===== config.mk =====
export PLATFORM = sky130hd
export DESIGN_NAME = double_threshold_hysteresis
export DESIGN_NICKNAME = d
export VERILOG_FILES = /design/src/rtl/double_threshold_hysteresis.sv
export SDC_FILE = /design/constraint.sdc
export NUM_CORES = 1
export LEC_CHECK = 0
export ABC_AREA = 1
export CAP_MARGIN = 20
export CORE_AREA = 2 2 325 327
export CTS_BUF_LIST = sky130_fd_sc_hd__clkbuf_8
export CTS_CLUSTER_SIZE = 20
export DETAILED_ROUTE_END_ITERATION = 7
export DIE_AREA = 0 0 327 329
export GPL_TIMING_DRIVEN = 0
export PLACE_DENSITY = 0.53
export SLEW_MARGIN = 20
export SYNTH_ARGS = -nofsm -noshare
export SYNTH_HDL_FRONTEND = slang
export SYNTH_SLANG_ARGS = --single-unit

===== constraint.sdc =====
create_clock -name clk -period 3.79 [get_ports clk]
set_input_delay 0.379 -clock clk [delete_from_list [all_inputs] [get_ports clk]]
set_output_delay 0.379 -clock clk [all_outputs]
set_load 0.05 [all_outputs]

===== src/rtl/double_threshold_hysteresis.sv =====
// Canny double-threshold classification followed by in-place hysteresis passes.
// Accepts one NMS magnitude frame per start pulse and produces a binary edge map.
module double_threshold_hysteresis #(
    parameter int WIDTH      = 5,
    parameter int HEIGHT     = 5,
    parameter int PIX_W      = 16,
    parameter int STRONG_VAL = 255,
    parameter int MAX_PASSES = 8
) (
    input  logic             clk,
    input  logic             rst,
    input  logic             enable,
    input  logic [PIX_W-1:0] Z        [0:HEIGHT-1][0:WIDTH-1],
    input  logic [PIX_W-1:0] low_thr,
    input  logic [PIX_W-1:0] high_thr,
    output logic             busy,
    output logic             done,
    output logic [PIX_W-1:0] edge_map [0:HEIGHT-1][0:WIDTH-1],
    output logic [7:0]       n_passes,
    output logic             pass_sat
);

    localparam int RW = (HEIGHT > 1) ? $clog2(HEIGHT) : 1;
    localparam int CW = (WIDTH  > 1) ? $clog2(WIDTH)  : 1;

    localparam logic [1:0]       LBL_NONE   = 2'd0;
    localparam logic [1:0]       LBL_WEAK   = 2'd1;
    localparam logic [1:0]       LBL_STRONG = 2'd2;
    localparam logic [PIX_W-1:0] STRONG_PIX = PIX_W'(STRONG_VAL);
    localparam logic [7:0]       MAXP       = 8'(MAX_PASSES);
    localparam logic [RW-1:0]    LAST_ROW   = RW'(HEIGHT - 1);
    localparam logic [CW-1:0]    LAST_COL   = CW'(WIDTH - 1);

    typedef enum logic [2:0] {IDLE, CLASSIFY, HYST, FINAL, DONE} state_t;

    state_t           state_q, state_d;
    logic [RW-1:0]    r_q, r_d;
    logic [CW-1:0]    c_q, c_d;
    logic [1:0]       lab_q  [0:HEIGHT-1][0:WIDTH-1];
    logic [1:0]       lab_d  [0:HEIGHT-1][0:WIDTH-1];
    logic [PIX_W-1:0] zb_q   [0:HEIGHT-1][0:WIDTH-1];
    logic [PIX_W-1:0] zb_d   [0:HEIGHT-1][0:WIDTH-1];
    logic [PIX_W-1:0] edge_q [0:HEIGHT-1][0:WIDTH-1];
    logic [PIX_W-1:0] edge_d [0:HEIGHT-1][0:WIDTH-1];
    logic [PIX_W-1:0] low_q, low_d, high_q, high_d;
    logic [7:0]       cnt_q, cnt_d, np_q, np_d;
    logic             changed_q, changed_d;
    logic             sat_pend_q, sat_pend_d;
    logic             sat_q, sat_d;
    logic             busy_q, busy_d;
    logic             done_q, done_d;

    // Strong map padded with a zero border so every neighbourhood stays in range.
    logic spad       [0:HEIGHT+1][0:WIDTH+1];
    logic nbr_strong [0:HEIGHT-1][0:WIDTH-1];

    always_comb begin
        for (int i = 0; i < HEIGHT + 2; i++)
            for (int j = 0; j < WIDTH + 2; j++)
                spad[i][j] = 1'b0;
        for (int i = 0; i < HEIGHT; i++)
            for (int j = 0; j < WIDTH; j++)
                spad[i+1][j+1] = (lab_q[i][j] == LBL_STRONG);
    end

    for (genvar gr = 0; gr < HEIGHT; gr++) begin : g_row
        for (genvar gc = 0; gc < WIDTH; gc++) begin : g_col
            assign nbr_strong[gr][gc] =
                spad[gr][gc]   | spad[gr][gc+1]   | spad[gr][gc+2]   |
                spad[gr+1][gc] |                    spad[gr+1][gc+2] |
                spad[gr+2][gc] | spad[gr+2][gc+1] | spad[gr+2][gc+2];
        end
    end

    logic [PIX_W-1:0] cur_z;
    logic [1:0]       cur_lab;
    logic             cur_nbr;
    logic             last_pix;

    assign cur_z    = zb_q[r_q][c_q];
    assign cur_lab  = lab_q[r_q][c_q];
    assign cur_nbr  = nbr_strong[r_q][c_q];
    assign last_pix = (r_q == LAST_ROW) && (c_q == LAST_COL);

    logic       promote;
    logic       chg;
    logic [7:0] cnt_nx;

    always_comb begin
        state_d    = state_q;
        r_d        = r_q;
        c_d        = c_q;
        lab_d      = lab_q;
        zb_d       = zb_q;
        edge_d     = edge_q;
        low_d      = low_q;
        high_d     = high_q;
        cnt_d      = cnt_q;
        np_d       = np_q;
        changed_d  = changed_q;
        sat_pend_d = sat_pend_q;
        sat_d      = sat_q;
        busy_d     = busy_q;
        done_d     = 1'b0;
        promote    = 1'b0;
        chg        = 1'b0;
        cnt_nx     = cnt_q + 8'd1;

        // Raster advance shared by both scanning states; wraps to (0,0).
        if (state_q == CLASSIFY || state_q == HYST) begin
            if (c_q == LAST_COL) begin
                c_d = '0;
                r_d = (r_q == LAST_ROW) ? '0 : r_q + 1'b1;
            end else begin
                c_d = c_q + 1'b1;
            end
        end

        case (state_q)
            IDLE: begin
                if (enable) begin
                    zb_d       = Z;
                    low_d      = low_thr;
                    high_d     = high_thr;
                    cnt_d      = '0;
                    sat_pend_d = 1'b0;
                    r_d        = '0;
                    c_d        = '0;
                    busy_d     = 1'b1;
                    state_d    = CLASSIFY;
                end
            end
            CLASSIFY: begin
                if (cur_z >= high_q)     lab_d[r_q][c_q] = LBL_STRONG;
                else if (cur_z >= low_q) lab_d[r_q][c_q] = LBL_WEAK;
                else                     lab_d[r_q][c_q] = LBL_NONE;
                if (last_pix) begin
                    changed_d = 1'b0;
                    state_d   = HYST;
                end
            end
            HYST: begin
                promote = (cur_lab == LBL_WEAK) && cur_nbr;
                chg     = changed_q | promote;
                if (promote) begin
                    lab_d[r_q][c_q] = LBL_STRONG;
                    changed_d       = 1'b1;
                end
                if (last_pix) begin
                    cnt_d = cnt_nx;
                    if (chg && (cnt_nx < MAXP)) begin
                        changed_d = 1'b0;
                    end else begin
                        sat_pend_d = chg && (cnt_nx == MAXP);
                        state_d    = FINAL;
                    end
                end
            end
            FINAL: begin
                for (int i = 0; i < HEIGHT; i++)
                    for (int j = 0; j < WIDTH; j++)
                        edge_d[i][j] = (lab_q[i][j] == LBL_STRONG) ? STRONG_PIX : '0;
                np_d    = cnt_q;
                sat_d   = sat_pend_q;
                busy_d  = 1'b0;
                done_d  = 1'b1;
                state_d = DONE;
            end
            DONE: begin
                state_d = IDLE;
            end
            default: state_d = IDLE;
        endcase
    end

    always_ff @(posedge clk) begin
        if (rst) begin
            state_q    <= IDLE;
            r_q        <= '0;
            c_q        <= '0;
            low_q      <= '0;
            high_q     <= '0;
            cnt_q      <= '0;
            np_q       <= '0;
            changed_q  <= 1'b0;
            sat_pend_q <= 1'b0;
            sat_q      <= 1'b0;
            busy_q     <= 1'b0;
            done_q     <= 1'b0;
            for (int i = 0; i < HEIGHT; i++)
                for (int j = 0; j < WIDTH; j++) begin
                    lab_q[i][j]  <= LBL_NONE;
                    zb_q[i][j]   <= '0;
                    edge_q[i][j] <= '0;
                end
        end else begin
            state_q    <= state_d;
            r_q        <= r_d;
            c_q        <= c_d;
            low_q      <= low_d;
            high_q     <= high_d;
            cnt_q      <= cnt_d;
            np_q       <= np_d;
            changed_q  <= changed_d;
            sat_pend_q <= sat_pend_d;
            sat_q      <= sat_d;
            busy_q     <= busy_d;
            done_q     <= done_d;
            lab_q      <= lab_d;
            zb_q       <= zb_d;
            edge_q     <= edge_d;
        end
    end

    assign busy     = busy_q;
    assign done     = done_q;
    assign edge_map = edge_q;
    assign n_passes = np_q;
    assign pass_sat = sat_q;

endmodule


==> Yosys cells after proc, flatten, opt, wreduce, memory -nomap -nowiden <==
Cells that the tools add are included.
{ "totals": {"inputBits": 435, "wordCells": 358, "register_bits": 912} }
{ "op_classes": {"eq_ne": 37, "addsub": 3, "magnitude_cmp": 7, "reduce_logical": 18, "mux": 80, "bitwise": 126} }
{ "op_table": {"columns": ["cell", "n"], "rows": [
  ["$bmux W80 S3", 1],
  ["$mux W8", 27],
  ["$mux W80", 2],
  ["$mux W50", 3],
  ["$or A1 B1 Y1", 116],
  ["$pmux W50 S2", 1],
  ["$and A25 B25 Y25", 2],
  ["$and A50 B50 Y50", 1],
  ["$eq A2 B2 Y1 const B", 25],
  ["$not A25 Y25", 2],
  ["$not A50 Y50", 1],
  ["$or A25 B25 Y25", 2],
  ["$bmux W16 S3", 1],
  ["$mux W3", 13],
  ["$ge A16 B16 Y1", 2],
  ["$mux W16", 2],
  ["$bmux W10 S3", 1],
  ["$demux W10 S3", 1],
  ["$mux W10", 3],
  ["$pmux W8 S2", 1],
  ["$bmux W5 S3", 1],
  ["$pmux W3 S4", 1],
  ["$mux W1", 11],
  ["$mux W5", 2],
  ["25 further kinds", 49]
]} }

==> Longest topological paths before layout <==
{ "logic_depth": {"ltp_word": 20, "mapped_depth": 27} }

==> Worst setup path after synthesis <==
OpenSTA, ideal clock, no wires.
{ "synth_timing": {"path_kind": "flip-flop to flip-flop", "from": "register r_q[0]", "to": "register (tool-made name)", "arrival_time_ns": 3.819, "path_buffers": 5, "path_slack_ns": -0.099, "path_stages_with_launch": 23, "required_ns": 3.720, "path_cell_list": "dfxtp_1 > buf_2 > inv_2 > buf_2 > nand2_1 > clkbuf_1 > buf_1 > o22ai_1 > o31ai_1 > o21a_1 > o221ai_1 > ha_1 > a21oi_1 > o21a_1 > nand2_1 > nand2_1 > nand2_1 > nor2_1 > nand2_1 > a31oi_2 > clkbuf_1 > nand3_1 > a21oi_1"} }
{ "synth_rtl": {"columns": ["element", "line_no", "text"], "rows": [
  ["start: declaration", "37", "logic [RW-1:0] r_q, r_d;"],
  ["start signal: assignment", "198", "r_q <= r_d;"]
]} }

==> flow_summary.ini <==
[run_status]
status = finished with violations
violations = negative setup slack

[critical_path]
crit_fanout = 8
worstSetupStartpoint = r_q[2]
cpPeakStageDelay_ns = 0.34
crit_required_ns = 4.47
reg2reg_from = r_q[2]
worstPathCellList = buf_6, inv_8, nand2_8, nor2_4, clkinv_4, clkbuf_16, clkbuf_16, o211ai_1, o311ai_2, nand3_2, buf_6, ha_4, a21oi_1, o21ai_1, a21oi_1, nand2_2, nor2_4, nand2_4, a31oi_4, clkbuf_8, nand3_1, a21oi_1
path_common_cell = a21oi_1
crit_cells = 22
cpLargestDelayFamily = compound AO/OA/AOI/OAI gates
path_class = reg2reg
cp.arrival_ns = 4.76
r2r_slack_ns = -0.29
critPathLaunchType = flop
reg2reg_depth = 22
crit_buf_inv = 7
cp_slowest_cell = o211ai_1
cp-end-kind = flop

[pwr]
power.density_nw_per_um2 = 388
power_frac_seq = 0.392
worst_ir_drop_vdd_uv = 243
power_mw = 15.8
comb_power_share = 0.237
p_sw_frac = 0.335
switchingPower_mw = 5.28
leakage_nw = 16.7
power_frac_clock = 0.371
p_int_mw = 10.5

[final_layout]
n_fill_cell = 11000
drive_above_1_share = 0.182
final_cells = 6228
syn_to_final_growth_pct = 52.0
nets = 5234
fin_util = 0.390

[clock_tree]
cts_num_sinks = 537
htreeDepth = 3
root_buffer = clkbuf_8
cts_buffer_depth = 3
tritoncts = done
clk_latency_ns = 0.78
clkTransAtPathRegs_ns = 0.06
cts_buffers = 95

[synthesis]
synth_top_area_share = 0.401
synth-seq-cells = 537
ys_seq_area_frac = 0.401
async_reset_ff_frac = 0
synthTopCellsByArea = dfxtp_1 (40%), buf_4 (11%), a21oi_1 (10%)
synthCells = 3714
synth.yosys.warnings = 0
synthDistinctLibCells = 43
yosysTopAreaCell = dfxtp_1
syn_area_um2 = 26800
synth_edf_count = 0
synth-main-ff-cell = dfxtp_1
avgSynthCellArea_um2 = 7.21

[timing]
post-route-period-util = 1.08
worst_pin_slew_ns = 1.16
finalSetupTns_ns = -9.51
rsz0062_at_grt = true
timing.slew.headroom = 0.223
fin_skew_ns = 0.0517
hold_violations = 0
timing.final.crit_period_ns = 4.08
post-route-worst-setup-slack_ns = -0.286
setup_viol_count_final = 50
timing.fmax_mhz = 245
drv_slew = 0

[grt]
grt_pass1_vias = 28200
grt_max_degree = 16
grt-ovfl-total = 0
grt_pass1_wl_um = 211000
track_usage = 0.276
antenna_found_initial = 5

[worst_hold_path]
hold_class = in2reg
hold_depth = 3

[placement]
post-dp-hpwl_um = 123000
gp_congestion = 1.01
dp.cells = 5949
port_buffers = 645
pre_cts_ws_ns = -3.13

[detailed_routing]
wl_per_cell_um = 25.2
wl_um = 157000
firstDrtPassIters = 8
drc = 0
drtAntennaViolNets = 0
drt_iter0_drc = 3229
route.vias.total = 30100
vias_per_cell = 4.83

[die]
initial_utilization = 0.257
die_area_um2 = 108000
rows = 119
core_um2 = 104000
die_y_um = 329
io_pins = 846
die_width_um = 327

[run]
drv_cap = 0
[placed cells by master (no fill, tap or decap), types with 8 or more instances in the layout]
cell type          n
o22ai_4            8
clkbuf_1         160
ha_1              27
nand3_1          101
buf_4            465
clkinv_2          18
nand2_1          509
nand4_1           10
o22ai_2           17
o21ai_0          410
buf_12            15
a211oi_1          12
o211ai_1          17
o22ai_1          103
ha_4              11
dfxtp_1          534
clkbuf_8         129
inv_1            439
a21oi_1          541
nor2_4            14
conb_1           200
a211oi_2          19
o21ai_1           20
a21oi_2           13
nor2_1           169
clkdlybuf4s50_1  645
o21ai_2            8
buf_6             19
clkbuf_16         14
buf_8              9
[power by group through the flow]
stage / clock (mW) / sequential (mW) / combinational [mW]
4_1_cts: 5.85 / 6.18 / 3.50
3_5_place_dp: 0 / 6.30 / 3.13
3_3_place_gp: 0 / 6.29 / 3.11
2_1_floorplan: 0 / 6.25 / 1.81
6_report: 5.86 / 6.19 / 3.74
5_1_grt: 6.11 / 6.22 / 3.93
[worst register-to-register path, cell delays in order (launching register included)]
cell       delay [ns]
dfxtp_2          0.32
buf_6            0.13
inv_8            0.07
nand2_8          0.07
nor2_4           0.22
clkinv_4         0.20
clkbuf_16        0.22
clkbuf_16        0.18
o211ai_1         0.35
o311ai_2         0.17
nand3_2          0.11
buf_6            0.14
ha_4             0.21
a21oi_1          0.11
o21ai_1          0.09
a21oi_1          0.16
nand2_2          0.09
nor2_4           0.23
nand2_4          0.10
a31oi_4          0.34
clkbuf_8         0.26
nand3_1          0.08
a21oi_1          0.14
[per-stage QoR]
stage               hold slack (ns)  cell area [um^2]
floorplan                     0.425             27500
global placement              0.437             35700
detailed placement            0.444             35700
CTS                           0.167             40200
global route                  0.222             40700
finish                        0.187             40700
[kinds of logic after synthesis]
kind of cell,share of synthesized area
mux,0.00112
other cells,0.000140
simple gates,0.127
xor+xnor,0.00196
buf+inv,0.200
flops,0.401
fa+ha+maj,0.0178
compound gates,0.250
[routing by layer]
layer / vias up / share of wire / track usage
met5: - / 0.000070 / 0
met4: 2 / 0.072 / 0.174
met3: 420 / 0.098 / 0.0590
met2: 1759 / 0.45 / 0.451
met1: 14000 / 0.38 / 0.331
li1: 13900 / - / -
[final cells by class]
cell class	instances	area (um^2)	share of cell area
diodes	3	7.51	0.000184
repair buffers	756	7500	0.184
flip-flops and latches	537	10800	0.264
repair inverters	1	8.76	0.000215
clock inverters	53	395	0.00971
clock buffers	117	1610	0.0395
multi-input cells	2331	12600	0.311
inverters	435	1700	0.0418
plain buffers	604	4350	0.107
well taps	1391	1740	0.0427
[state kept, by name, summed over array words and instances (netlist names), named ones only]
name,count
cnt_q,8
c_q,3
n_passes,8
zb_q,400
busy,1
pass_sat,1
low_q,16
edge_map,25
state_q,3
sat_pend_q,1
changed_q,1
done,1
high_q,16
lab_q,25
r_q,3
[worst min path at each step]
stage,from,endpoint,slack (ns)
after CTS,high_thr[0],high_q[0],0.17
after detailed placement,zb_q[39],zb_q[39],0.44
after global placement,zb_q[368],zb_q[368],0.44
final,Z[90],zb_q[90],0.19
after global routing,Z[25],zb_q[25],0.22
after floorplan,zb_q[207],zb_q[207],0.42
[synthesized netlist by cell type, drive strengths merged (2+ instances only)]
cell	count
buf	407
a221oi	11
clkinv	7
nand3b	6
nand2	523
inv	428
o21ai	438
a211oi	32
or2	3
xor2	5
nand4	10
o31ai	14
ha	38
a2111oi	4
nand3	109
nor2	188
a22oi	2
clkbuf	203
o21a	5
o2111ai	9
o22ai	128
dfxtp	537
o311ai	9
o211ai	17
o221ai	7
a21oi	554
nor3	8
o21bai	3
mux2i	3
[timing repair]
| item | CTS | global route |
|---|---|---|
| pin swaps | 57 | 45 |
| endpoints found under the setup margin | 58 | 50 |
| gates resized for setup | 378 | 80 |
| setup buffers | 87 | 20 |
| hold buffers | 0 | 0 |
| cloned | 1 | 4 |
(Power assumes the default switching activity.)
